## src/rtl/div_pkg.sv

```systemverilog
// Shared definitions for the RV32M divide/remainder unit.
// Latency: n/a (types, constants and pure helper functions only).
// Backpressure: n/a.
package div_pkg;

    // Matches funct3[1:0] of the RV32M divide group.
    typedef enum logic [1:0] {
        OP_DIV  = 2'b00,
        OP_DIVU = 2'b01,
        OP_REM  = 2'b10,
        OP_REMU = 2'b11
    } op_e;

    typedef enum logic [1:0] {
        ST_IDLE = 2'b00,
        ST_CALC = 2'b01,
        ST_FIX  = 2'b10
    } state_e;

    localparam int          DIV_ITERS   = 32;
    localparam logic [31:0] OVF_PATTERN = 32'h8000_0000;

    function automatic logic op_is_signed(input op_e o);
        return (o == OP_DIV) || (o == OP_REM);
    endfunction

    function automatic logic op_is_rem(input op_e o);
        return (o == OP_REM) || (o == OP_REMU);
    endfunction

endpackage

```

## src/rtl/div_step.sv

```systemverilog
// One combinational restoring-division iteration on unsigned magnitudes.
// Latency: 0 cycles (pure combinational).
// Backpressure: none; the caller decides when to register the result.
//
// Ports:
//   rem_in / quo_in   partial remainder and quotient/dividend shift register
//   divisor           unsigned divisor magnitude
//   rem_out / quo_out values after one shift-and-trial-subtract
module div_step (
    input  logic [31:0] rem_in,
    input  logic [31:0] quo_in,
    input  logic [31:0] divisor,
    output logic [31:0] rem_out,
    output logic [31:0] quo_out
);

    // The shifted remainder can reach 2*divisor-1, so the trial is 33 bits
    // wide; bit 32 of the difference is the borrow.
    logic [32:0] rem_sh;
    logic [32:0] diff;

    always_comb begin
        rem_sh = {rem_in, quo_in[31]};
        diff   = rem_sh - {1'b0, divisor};
        if (diff[32]) begin
            rem_out = rem_sh[31:0];
        end else begin
            rem_out = diff[31:0];
        end
        quo_out = {quo_in[30:0], ~diff[32]};
    end

endmodule

```

## src/rtl/div_unit.sv

```systemverilog
// Multi-cycle 32-bit DIV/DIVU/REM/REMU unit, restoring algorithm, one step per cycle.
// Latency: 33 cycles start-to-done; 1 cycle for divide-by-zero/overflow when DIV_EARLY_OUT_EN is defined.
// Backpressure: busy is high while working; start is ignored while busy.
//
// Ports:
//   clk, reset_n      clock, asynchronous active-low reset
//   start, op         request and operation (op_e encoding), sampled only when idle
//   input1, input2    dividend, divisor
//   busy              high from the accepted start until the done cycle
//   done, out         one-cycle done pulse; out valid from done and held afterwards
//
// Optional feature macro: DIV_EARLY_OUT_EN (short-circuit the special cases).
module div_unit
    import div_pkg::*;
(
    input  logic        clk,
    input  logic        reset_n,
    input  logic        start,
    input  logic [1:0]  op,
    input  logic [31:0] input1,
    input  logic [31:0] input2,
    output logic        busy,
    output logic        done,
    output logic [31:0] out
);

    state_e      state;
    op_e         op_q;
    logic        dvd_neg;
    logic        dvs_neg;
    logic        div0_q;
    logic        ovf_q;
    logic [31:0] dvd_raw;
    logic [31:0] divisor_q;
    logic [31:0] rem_q;
    logic [31:0] quo_q;
    logic [4:0]  iter_q;

    // Request decode, used only in IDLE.
    op_e         op_in;
    logic        in_signed;
    logic        in_neg1;
    logic        in_neg2;
    logic [31:0] in_abs1;
    logic [31:0] in_abs2;
    logic        in_div0;
    logic        in_ovf;

    always_comb begin
        op_in     = op_e'(op);
        in_signed = op_is_signed(op_in);
        in_neg1   = in_signed & input1[31];
        in_neg2   = in_signed & input2[31];
        in_abs1   = in_neg1 ? -input1 : input1;
        in_abs2   = in_neg2 ? -input2 : input2;
        in_div0   = (input2 == 32'd0);
        in_ovf    = in_signed && (input1 == OVF_PATTERN) && (input2 == 32'hFFFF_FFFF);
    end

    logic [31:0] step_rem;
    logic [31:0] step_quo;

    div_step u_step (
        .rem_in  (rem_q),
        .quo_in  (quo_q),
        .divisor (divisor_q),
        .rem_out (step_rem),
        .quo_out (step_quo)
    );

    // Sign fix-up and special-case override, registered in FIX.
    logic [31:0] q_signed;
    logic [31:0] r_signed;
    logic [31:0] fix_result;

    always_comb begin
        q_signed = (dvd_neg ^ dvs_neg) ? -quo_q : quo_q;
        r_signed = dvd_neg ? -rem_q : rem_q;
        if (div0_q) begin
            fix_result = op_is_rem(op_q) ? dvd_raw : 32'hFFFF_FFFF;
        end else if (ovf_q) begin
            fix_result = op_is_rem(op_q) ? 32'd0 : OVF_PATTERN;
        end else begin
            fix_result = op_is_rem(op_q) ? r_signed : q_signed;
        end
    end

    always_ff @(posedge clk or negedge reset_n) begin
        if (!reset_n) begin
            state     <= ST_IDLE;
            op_q      <= OP_DIV;
            dvd_neg   <= 1'b0;
            dvs_neg   <= 1'b0;
            div0_q    <= 1'b0;
            ovf_q     <= 1'b0;
            dvd_raw   <= 32'd0;
            divisor_q <= 32'd0;
            rem_q     <= 32'd0;
            quo_q     <= 32'd0;
            iter_q    <= 5'd0;
            busy      <= 1'b0;
            done      <= 1'b0;
            out       <= 32'd0;
        end else begin
            done <= 1'b0;
            case (state)
                ST_IDLE: begin
                    if (start) begin
                        op_q      <= op_in;
                        dvd_neg   <= in_neg1;
                        dvs_neg   <= in_neg2;
                        div0_q    <= in_div0;
                        ovf_q     <= in_ovf;
                        dvd_raw   <= input1;
                        divisor_q <= in_abs2;
                        quo_q     <= in_abs1;
                        rem_q     <= 32'd0;
                        iter_q    <= 5'd0;
                        busy      <= 1'b1;
`ifdef DIV_EARLY_OUT_EN
                        state     <= (in_div0 || in_ovf) ? ST_FIX : ST_CALC;
`else
                        state     <= ST_CALC;
`endif
                    end
                end
                ST_CALC: begin
                    rem_q  <= step_rem;
                    quo_q  <= step_quo;
                    iter_q <= iter_q + 5'd1;
                    if (iter_q == 5'(DIV_ITERS - 1)) begin
                        state <= ST_FIX;
                    end
                end
                ST_FIX: begin
                    out   <= fix_result;
                    done  <= 1'b1;
                    busy  <= 1'b0;
                    state <= ST_IDLE;
                end
                default: begin
                    state <= ST_IDLE;
                    busy  <= 1'b0;
                end
            endcase
        end
    end

endmodule

```

## config.mk

```make
export PLATFORM = sky130hd
export DESIGN_NAME = div_unit
export DESIGN_NICKNAME = d
export VERILOG_FILES = /design/src/rtl/div_pkg.sv /design/src/rtl/div_step.sv /design/src/rtl/div_unit.sv
export SDC_FILE = /design/constraint.sdc
export NUM_CORES = 1
export LEC_CHECK = 0
export BUFFER_PORTS_ARGS = -buffer_cell sky130_fd_sc_hd__buf_2
export CAP_MARGIN = 20
export CORE_AREA = 2 2 145 147
export CTS_CLUSTER_SIZE = 10
export DETAILED_ROUTE_END_ITERATION = 8
export DIE_AREA = 0 0 147 149
export PLACE_DENSITY = 0.9
export SYNTH_ARGS = -nofsm -noshare
export SYNTH_HDL_FRONTEND = slang
export SYNTH_SLANG_ARGS = --single-unit
```

## constraint.sdc

```tcl
create_clock -name clk -period 4 [get_ports clk]
set_input_delay 0.2 -clock clk [delete_from_list [all_inputs] [get_ports clk]]
set_output_delay 0.2 -clock clk [all_outputs]
set_load 0.05 [all_outputs]
```

==> flow_metrics.env <==
export IMPL_final_cell_mix="277 x sky130_fd_sc_hd__nand2_1, 173 x sky130_fd_sc_hd__dfrtp_1, 154 x sky130_fd_sc_hd__o21ai_0, 114 x sky130_fd_sc_hd__a21oi_1, 102 x sky130_fd_sc_hd__buf_2"
export IMPL_grt_use_total_pct=34.23
export IMPL_report_final_slew_viol_count=0
export IMPL_clock_sinks=174
export IMPL_dp_hpwl_um=27170
export IMPL_dp_cells=1810
export IMPL_arrival_ns=4.09
export IMPL_fin_cells=1849
export IMPL_drive_gt1_share_pct=11.20
export IMPL_route_antenna_remaining_nets=0
export IMPL_nets=1668
export IMPL_cts_root_buf="sky130_fd_sc_hd__clkbuf_16"
export IMPL_area_growth_pct=11.56
export IMPL_cell_area_synth_sq_um=11980
export IMPL_coreArea_sq_um=20560
export IMPL_first_global_vias=11230
export IMPL_number_of_antenna_violations_at_the_first_check_in_global_routing=1
export IMPL_grt_max_degree=101
export IMPL_postSynthAreaPerCell_sq_um=7.964
export IMPL_dr_pass1_iters=8
export IMPL_post_dr_vias_cell=6.620
export IMPL_fillCellCount=1675
export IMPL_outcome="finished clean"
export IMPL_netlist_area_leader_share_pct=36.35
export IMPL_multi_input_area_sq_um=7106
export IMPL_routed_wl_um=38000
export IMPL_avgRoutedWirePerCell_um=20.55
export IMPL_groute_layer_met3_usage_pct=8.043
export IMPL_gr_max_usage_layer="met2"
export IMPL_postSynthRegisterBits=174
export IMPL_max_cap_violations=0
export IMPL_tritoncts_clock_tree="yes"
export IMPL_overflow=0
export IMPL_fmaxAchievable_ghz=0.2640
export IMPL_tns_ns=0
export IMPL_ys_top_cells_by_area="sky130_fd_sc_hd__dfrtp_1 36%, sky130_fd_sc_hd__nand2_1 8.7%, sky130_fd_sc_hd__o21ai_0 6.4%"
export IMPL_timing_critical_path_from_type="register"
export IMPL_ys_seq_area_share_pct=36.35
export IMPL_postCtsSetupBuffers=0
export IMPL_commonest_non_fill_non_tap_cell_in_the_layout="sky130_fd_sc_hd__nand2_1"
export IMPL_crit_type="register to register"
export IMPL_grt_first_pass_wirelength_um=59460
export IMPL_drc_errors=0
export IMPL_clock_insertion_delay_worst_skew_ns=0.44
export IMPL_asyncSetResetFlopFracSynth_pct=100.0
export IMPL_die_h_um=149
export IMPL_skew_ns=0.01107
export IMPL_timing_max_slew_rel_slack_pct=32.93
export IMPL_cts_buffers=17
export IMPL_io_pins=103
export IMPL_post_synth_num_cell_types=66
export IMPL_gr_usage_met2_pct=54.39
export IMPL_critical_path_endpoint_type="register"
export IMPL_final_min_clock_period_ns=3.788
export IMPL_max_vdd_ir_drop_uv=464.0
export IMPL_power_leakage_nw=5.936
export IMPL_htree_levels=4
export IMPL_timing_final_hold_violations=0
export IMPL_worst_path_fanout_max=16
export IMPL_syn_nets=1613
export IMPL_synthFlopType="sky130_fd_sc_hd__dfrtp_1"
export IMPL_synth_edf_count=0
export IMPL_use_met1_pct=45.95
export IMPL_worstHoldPathType="input port to register"
export IMPL_final_hold_worst_slack_ns=0.005985
export IMPL_sequential_cell_area_sq_um=4355
export IMPL_detailedRoute_firstIterationViolations=1796
export IMPL_initial_util_pct=58.27
export IMPL_synthesis_yosys_warnings=0
export IMPL_grt_setup_unrepaired="no"
export IMPL_std_cell_rows=53
export IMPL_clk_pin_slew_worst_paths_ns=0.07
export IMPL_pwr_density_cell_nw_per_um2=987.3
export IMPL_finalSetupViolCount=0
export IMPL_period_share_pct=94.69
export IMPL_dieArea_sq_um=21900
export IMPL_gp_congestion=1.002
export IMPL_worstMarginPinSlew_ns=1.006
export IMPL_die_x_um=147
export IMPL_crit_required_ns=4.30
export IMPL_synth_largest_area_cell="sky130_fd_sc_hd__dfrtp_1"
export IMPL_vias=12240
export IMPL_placement_io_buffers=102
export IMPL_synthCells=1504
export IMPL_cts_buffer_depth=2
routing by layer:
metal | share of wire (%) | routed length, um
met1 | 39 | 14960
met2 | 45 | 17180
met3 | 11 | 4278
met4 | 4.2 | 1580
met5 | 0 | 0
flip-flops by register name, indices dropped and copies added, names as in the netlist:
name	flops
rem_q	32
state	2
busy	1
ovf_q	1
dvd_raw	32
divisor_q	32
op_q	1
iter_q	5
dvd_neg	1
out	32
dvs_neg	1
quo_q	32
done	1
div0_q	1
report_power, final:
group	switching (W)	internal [W]	total (W)
clock	0.000760	0.000968	0.00173
combinational	0.00487	0.00313	0.00800
sequential	0.000955	0.00251	0.00346
total	0.00658	0.00661	0.0132
stage by stage:
stage,instance area [sq um],total power (W),util (%),setup WS (ns)
finish,13360,0.01319,65.00,0.2122
global route,13360,0.01401,64.98,0.02769
CTS,13330,0.01285,64.86,0.04889
detailed placement,12690,0.01104,61.75,0.01525
global placement,12690,0.01077,61.75,0.3806
floorplan,11980,0.008847,-,0.6756
cell type report:
| cell class | instances | area share (%) |
|---|---|---|
| multi-input combinational | 1181 | 53.17 |
| sequential | 174 | 32.59 |
| timing repair buffer | 130 | 5.534 |
| clock buffer | 19 | 3.390 |
| tap | 275 | 2.575 |
| inverter | 55 | 1.545 |
| clock inverter | 13 | 1.152 |
| antenna | 2 | 0.03745 |
cells by family (layout without fill, tap and decap cells):
logic type | Yosys count | in the layout | share of synthesized area (%)
adders and majority gates | 40 | 40 | 4.241
AOI/OAI and AO/OA | 475 | 475 | 24.81
muxes | 1 | 1 | 0.08357
xor gates and xnor gates | 144 | 144 | 10.53
buffers and inverters | 149 | 217 | 4.690
other | 0 | 2 | 0
DFF | 174 | 174 | 36.35
and+or+nand+nor | 521 | 521 | 19.29
Yosys cell counts, types with 11 or more instances:
cell                       count
sky130_fd_sc_hd__a21o_1       18
sky130_fd_sc_hd__a21oi_1     114
sky130_fd_sc_hd__a221o_1      15
sky130_fd_sc_hd__a22oi_1      23
sky130_fd_sc_hd__a31oi_1      15
sky130_fd_sc_hd__clkbuf_1     84
sky130_fd_sc_hd__dfrtp_1     174
sky130_fd_sc_hd__ha_1         39
sky130_fd_sc_hd__inv_1        53
sky130_fd_sc_hd__nand2_1     277
sky130_fd_sc_hd__nand3_1      21
sky130_fd_sc_hd__nand4_1      22
sky130_fd_sc_hd__nor2_1       92
sky130_fd_sc_hd__nor2b_1      14
sky130_fd_sc_hd__nor3_1       30
sky130_fd_sc_hd__nor4_1       16
sky130_fd_sc_hd__o211ai_1     17
sky130_fd_sc_hd__o21ai_0     154
sky130_fd_sc_hd__o22ai_1      26
sky130_fd_sc_hd__o31ai_1      23
sky130_fd_sc_hd__o41ai_1      11
sky130_fd_sc_hd__xnor2_1      77
sky130_fd_sc_hd__xor2_1       67
critical path, cell delays in order, from the launching register on:
cell and delay, ns:
sky130_fd_sc_hd__dfrtp_1 0.37, sky130_fd_sc_hd__inv_1 0.08, sky130_fd_sc_hd__ha_1 0.20, sky130_fd_sc_hd__fa_1 0.37
sky130_fd_sc_hd__nor2b_1 0.23, sky130_fd_sc_hd__o31ai_1 0.12, sky130_fd_sc_hd__a21oi_1 0.24, sky130_fd_sc_hd__o21ai_0 0.25
sky130_fd_sc_hd__a31o_2 0.34, sky130_fd_sc_hd__a2111oi_2 0.40, sky130_fd_sc_hd__or3_1 0.25, sky130_fd_sc_hd__buf_4 0.25
sky130_fd_sc_hd__nand2_1 0.13, sky130_fd_sc_hd__o311ai_1 0.41
what timing repair did:
action                                  CTS  global route
endpoints found under the setup margin    2             8
endpoints found under the hold margin   100             0
hold buffers                              3             0
resized for setup                         1             3
worst paths after layout:
| path | cells after the start | from | to | slack, ns |
|---|---|---|---|---|
| setup / recovery | 13 | quo_q[31]$_DFFE_PN0P_ | rem_q[28]$_DFFE_PN0P_ | 0.21 |
| hold / removal | 3 | input1[12] | dvd_raw[12]$_DFFE_PN0P_ | 0.006 |
| setup reg to reg | 13 | quo_q[31]$_DFFE_PN0P_ | rem_q[28]$_DFFE_PN0P_ | 0.21 |
| hold reg to reg | 2 | dvd_raw[18]$_DFFE_PN0P_ | dvd_raw[18]$_DFFE_PN0P_ | 0.47 |
| max in group asynchronous | 3 | reset_n | divisor_q[7]$_DFFE_PN0P_ | 2.47 |
| min in group asynchronous | 2 | reset_n | rem_q[26]$_DFFE_PN0P_ | 0.41 |
No activity file was read; power rests on OpenSTA's default activity.
